### config.mk
export PLATFORM = sky130hd
export DESIGN_NAME = fixed_mul_acc
export DESIGN_NICKNAME = d
export VERILOG_FILES = /design/src/rtl/fixed_mul_acc.sv
export SDC_FILE = /design/constraint.sdc
export NUM_CORES = 2
export LEC_CHECK = 0
export CAP_MARGIN = 20
export CORE_MARGIN = 10
export CORE_UTILIZATION = 65
export DETAILED_ROUTE_END_ITERATION = 6
export PLACE_DENSITY = 0.83
export SLEW_MARGIN = 20
export SYNTH_ARGS = -nofsm -noshare
export SYNTH_HDL_FRONTEND = slang
export SYNTH_SLANG_ARGS = --single-unit
### constraint.sdc
create_clock -name clock -period 13.3 [get_ports clock]
set_clock_uncertainty 0.05 [all_clocks]
set_input_delay 2.66 -clock clock [delete_from_list [all_inputs] [get_ports clock]]
set_output_delay 2.66 -clock clock [all_outputs]
set_load 0.01 [all_outputs]
### src/rtl/fixed_mul_acc.sv
// Pipelined signed fixed-point multiply / multiply-accumulate with rounding and saturation.
// Four register stages (operands, product, accumulator, output) advance together under one enable.
module fixed_mul_acc #(
  parameter int WIDTH = 32,
  parameter int FRAC  = 10,
  parameter int GUARD = 8,
  parameter int ROUND = 1,
  parameter int SAT   = 1
) (
  input  logic             clock,
  input  logic             reset,
  input  logic             in_valid,
  output logic             in_ready,
  input  logic [WIDTH-1:0] in_a,
  input  logic [WIDTH-1:0] in_b,
  input  logic             in_first,
  input  logic             in_last,
  input  logic             mode,
  output logic             out_valid,
  input  logic             out_ready,
  output logic [WIDTH-1:0] out_data,
  output logic             out_ovf
);

  localparam int PW = 2 * WIDTH;
  localparam int AW = PW + GUARD;
  localparam logic signed [AW:0] RND_C =
    (ROUND != 0) ? ((AW+1)'(1) <<< (FRAC - 1)) : '0;

  logic en;

  logic                    s1_valid, s1_first, s1_last, s1_mode;
  logic signed [WIDTH-1:0] s1_a, s1_b;

  logic                    s2_valid, s2_first, s2_last, s2_mode;
  logic signed [PW-1:0]    s2_prod;
  logic signed [PW-1:0]    mult;

  logic signed [AW-1:0]    acc;
  logic signed [AW-1:0]    prod_ext;
  logic                    s3_emit;

  logic signed [AW:0]      rnd;
  logic signed [AW:0]      r;
  logic [AW:WIDTH-1]       hi;
  logic                    ovf;
  logic [WIDTH-1:0]        sat_data;
  logic [WIDTH-1:0]        res;

  assign en       = !out_valid || out_ready;
  assign in_ready = en;

  assign mult     = PW'(s1_a) * PW'(s1_b);
  assign prod_ext = AW'(s2_prod);

  // Rounding/shift/clamp read the accumulator as committed by the emitting beat.
  assign rnd      = (AW+1)'(acc) + RND_C;
  assign r        = rnd >>> FRAC;
  assign hi       = r[AW:WIDTH-1];
  assign ovf      = !((&hi) || !(|hi));
  assign sat_data = r[AW] ? {1'b1, {(WIDTH-1){1'b0}}} : {1'b0, {(WIDTH-1){1'b1}}};
  assign res      = ((SAT != 0) && ovf) ? sat_data : r[WIDTH-1:0];

  always_ff @(posedge clock) begin
    if (reset) begin
      s1_valid <= 1'b0;
      s1_first <= 1'b0;
      s1_last  <= 1'b0;
      s1_mode  <= 1'b0;
      s1_a     <= '0;
      s1_b     <= '0;
    end else if (en) begin
      s1_valid <= in_valid;
      s1_first <= in_first;
      s1_last  <= in_last;
      s1_mode  <= mode;
      s1_a     <= in_a;
      s1_b     <= in_b;
    end
  end

  always_ff @(posedge clock) begin
    if (reset) begin
      s2_valid <= 1'b0;
      s2_first <= 1'b0;
      s2_last  <= 1'b0;
      s2_mode  <= 1'b0;
      s2_prod  <= '0;
    end else if (en) begin
      s2_valid <= s1_valid;
      s2_first <= s1_first;
      s2_last  <= s1_last;
      s2_mode  <= s1_mode;
      s2_prod  <= mult;
    end
  end

  // Multiply beats and MAC first beats restart the sum; other MAC beats add.
  always_ff @(posedge clock) begin
    if (reset) begin
      acc     <= '0;
      s3_emit <= 1'b0;
    end else if (en) begin
      s3_emit <= s2_valid && (!s2_mode || s2_last);
      if (s2_valid) begin
        if (!s2_mode || s2_first) acc <= prod_ext;
        else                      acc <= acc + prod_ext;
      end
    end
  end

  always_ff @(posedge clock) begin
    if (reset) begin
      out_valid <= 1'b0;
      out_data  <= '0;
      out_ovf   <= 1'b0;
    end else if (en) begin
      out_valid <= s3_emit;
      if (s3_emit) begin
        out_data <= res;
        out_ovf  <= ovf;
      end
    end
  end

endmodule

==> results.cfg <==
[synth]
synth-edff-count = 0
syn_area_mm2 = 0.0508
synth.avg_cell_area_um2 = 8.74
yosys_warnings = 0
synth.distinct_cells = 76
async_flop_share_pct = 0
ys_ff_latch = 243
yosysSeqAreaShare_pct = 9.58
syn_inst = 5813
ys.flop_type = dfxtp_1
syn-num-nets = 7223

[detailed_routing]
avgViaCountPerCell = 6.02
first_pass_iters = 6
wl_per_cell_um = 20.9
routed_wirelength_um = 141000
drt_iter0_drc = 3104
drc = 0
drtAntennaViolNets = 0
dr_total_vias = 40600

[cts]
post_cts_buffers = 0
cts_tree = yes
ctsResizeCount = 0
insertion_delay_ns = 0.60
clkTransAtPathRegs_ns = 0.06
clockBufferDepth = 3
htreeDepth = 2
numCtsBuffers = 34
clock-sinks = 243
holdBufCountCts = 0
cts-root-buf = clkbuf_16

[layout]
final_nets = 7098
antenna_cells = 0
multiInputGateArea_mm2 = 0.0409
fin_util_pct = 69.3
layout-drive-gt1-share_pct = 3.52
area_growth_pct = 5.72
fillers = 5958
regArea_mm2 = 0.00487
final_area_mm2 = 0.0537
stdcell_count = 6752

[timing]
finalCritPeriodShare_pct = 67.8
rsz0062_at_grt = false
fmax_mhz = 111
hold_viol_final = 0
drv_slew = 0
tns_ns = 0
period_needed_ns = 9.02
worst_pin_slew_ns = 1.08
maxSlewHeadroom_pct = 27.8
setup_viol = 0

[floorplanning]
rows = 102
die_w_um = 300
design.core.area_mm2 = 0.0775
die_y_um = 300
pin_count = 106
start_util_pct = 65.6
die-area_mm2 = 0.0897

[setup_path]
critPathCaptureType = register
crit_fanout = 23
startpoint_type = register
required_ns = 13.70
worst-setup-path-type = register to register
r2r-start = s1_a[17]
r2r_setup_slack_ns = 4.28
r2r_end = s2_prod[48]
cp.arrival_ns = 9.42
worstSetupStartpoint = s1_a[17]
rr_worst_depth = 23

[global_route]
antenna_found_initial = 2
grt_use_total_pct = 32.4
grt_pass1_vias = 44700
grt-ovfl-total = 0
grt_max_degree = 95
grt_pass1_wl_um = 232000

[pwr]
ir_drop_mv = 0.353
p_sw_mw = 5.76
p_clk_share_pct = 9.6
p_comb_share_pct = 81.0
power_density_mw_per_mm2 = 202
internal_power_mw = 5.09
finalPower_mw = 10.9
p_seq_share_pct = 9.3
swShare_pct = 53.1
cellLeakagePower_nw = 25.6

[hold_path]
whs_endpoint = s2_last
min-delay-start = s2_last
whs_path_depth = 2
hp-class = register to register

[place]
dp.cells = 6692
dpl_cell_area_mm2 = 0.0524
dp_hpwl_um = 107000
gp_congestion = 0.957
portBuffers = 105

[flow_run]
drv_cap = 0

[run_status]
status = finished clean
[critical path, cell delays in order (launching register included)]
cell	delay [ns]
dfxtp_1	0.72
buf_4	0.43
nand2_1	0.14
fa_1	0.48
fa_1	0.54
fa_1	0.46
fa_1	0.55
inv_1	0.05
fa_1	0.48
fa_1	0.47
fa_1	0.53
fa_1	0.42
ha_1	0.41
a21o_1	0.19
a21o_1	0.17
a21oi_1	0.26
a311o_1	0.25
a211oi_1	0.08
a2111oi_0	0.85
o21ai_0	0.36
a221o_1	0.42
a221oi_1	0.34
or4_1	0.16
nand3_1	0.07
[cell type report]
class                           instances  share of cell area, %
Clock inverter                         21                  0.643
Multi-Input combinational cell       4235                   76.2
Inverter                              992                   6.94
Clock buffer                           39                   1.69
Tap cell                             1040                   2.42
Sequential cell                       243                   9.07
Timing Repair Buffer                  182                   3.04
[logic make-up after synthesis]
| kind of cell | Yosys count | share of synthesized area [%] |
|---|---|---|
| adders and majority gates | 1339 | 49.0 |
| buffers and inverters | 1335 | 9.95 |
| and+or+nand+nor | 1920 | 18.2 |
| AOI/OAI and AO/OA | 794 | 10.2 |
| xor gates and xnor gates | 176 | 3.03 |
| DFF | 243 | 9.58 |
| muxes | 6 | 0.118 |
[routing by layer]
layer  vias to the layer above  GRT usage (%)  part of all wire (%)  wire length (um)
met1                     20300           37.6                    36             50900
met2                      1978           54.8                    48             68300
met5                         -              0                 0.011                15
met4                         2           21.6                   7.5             10600
met3                       645           5.55                   8.0             11200
li1                      17700              -                     -                 -
[power by group through the flow]
stage | clock (mW) | combinational [mW] | sequential (mW)
floorplan | 0 | 6.54 | 0.962
detailed placement | 0 | 8.63 | 1.02
CTS | 1.06 | 8.69 | 1.01
global placement | 0 | 8.43 | 1.02
finish | 1.05 | 8.79 | 1.01
global route | 1.09 | 9.86 | 1.02
[how the worst max path moves through the flow]
stage | end | slack [ns]
2_1_floorplan | s2_prod[59] | 5.42
3_3_place_gp | s2_prod[48] | 4.39
3_5_place_dp | s2_prod[59] | 4.24
4_1_cts | s2_prod[59] | 4.21
5_1_grt | s2_prod[48] | 3.83
6_report | s2_prod[48] | 4.28
[cell usage after synthesis, types with 30 or more instances]
cell type	n	area [um^2]
nor2_1	181	679
xor2_1	71	622
o21ai_0	118	591
nor3_1	36	180
and2_1	528	3300
nand3_1	72	360
dfxtp_1	243	4860
o211ai_2	30	375
fa_1	1083	21700
nand4_1	58	363
ha_1	256	3200
a21oi_1	305	1530
nand2_1	917	3440
a211oi_1	31	233
clkbuf_1	322	1210
inv_1	991	3720
xnor2_1	105	920
a21o_1	80	601
[sequential cells by signal (all words and copies together) (netlist names), 32 cells and up]
register / flops
acc: 72
s1_a: 32
out_data: 32
s1_b: 32
s2_prod: 64
[cells in the final DEF, fill, tap and decap left out, types with 36 or more instances in the layout]
cell type and n:
nor3_1 36, nand3_1 71, inv_1 990, nor2_1 180, and2_1 527, clkdlybuf4s50_1 104
nand4_1 58, o21ai_0 118, xnor2_1 105, xor2_1 71, ha_1 256, a21oi_1 304
buf_4 77, nand2_1 917, fa_1 1083, a21o_1 80, dfxtp_1 236
[metrics by stage]
step	setup WS (ns)	hold slack (ns)
floorplan	5.42	0.377
global placement	4.39	0.386
detailed placement	4.24	0.392
CTS	4.21	0.400
global route	3.83	0.418
finish	4.28	0.397
No activity file was read; power rests on OpenSTA's default activity.
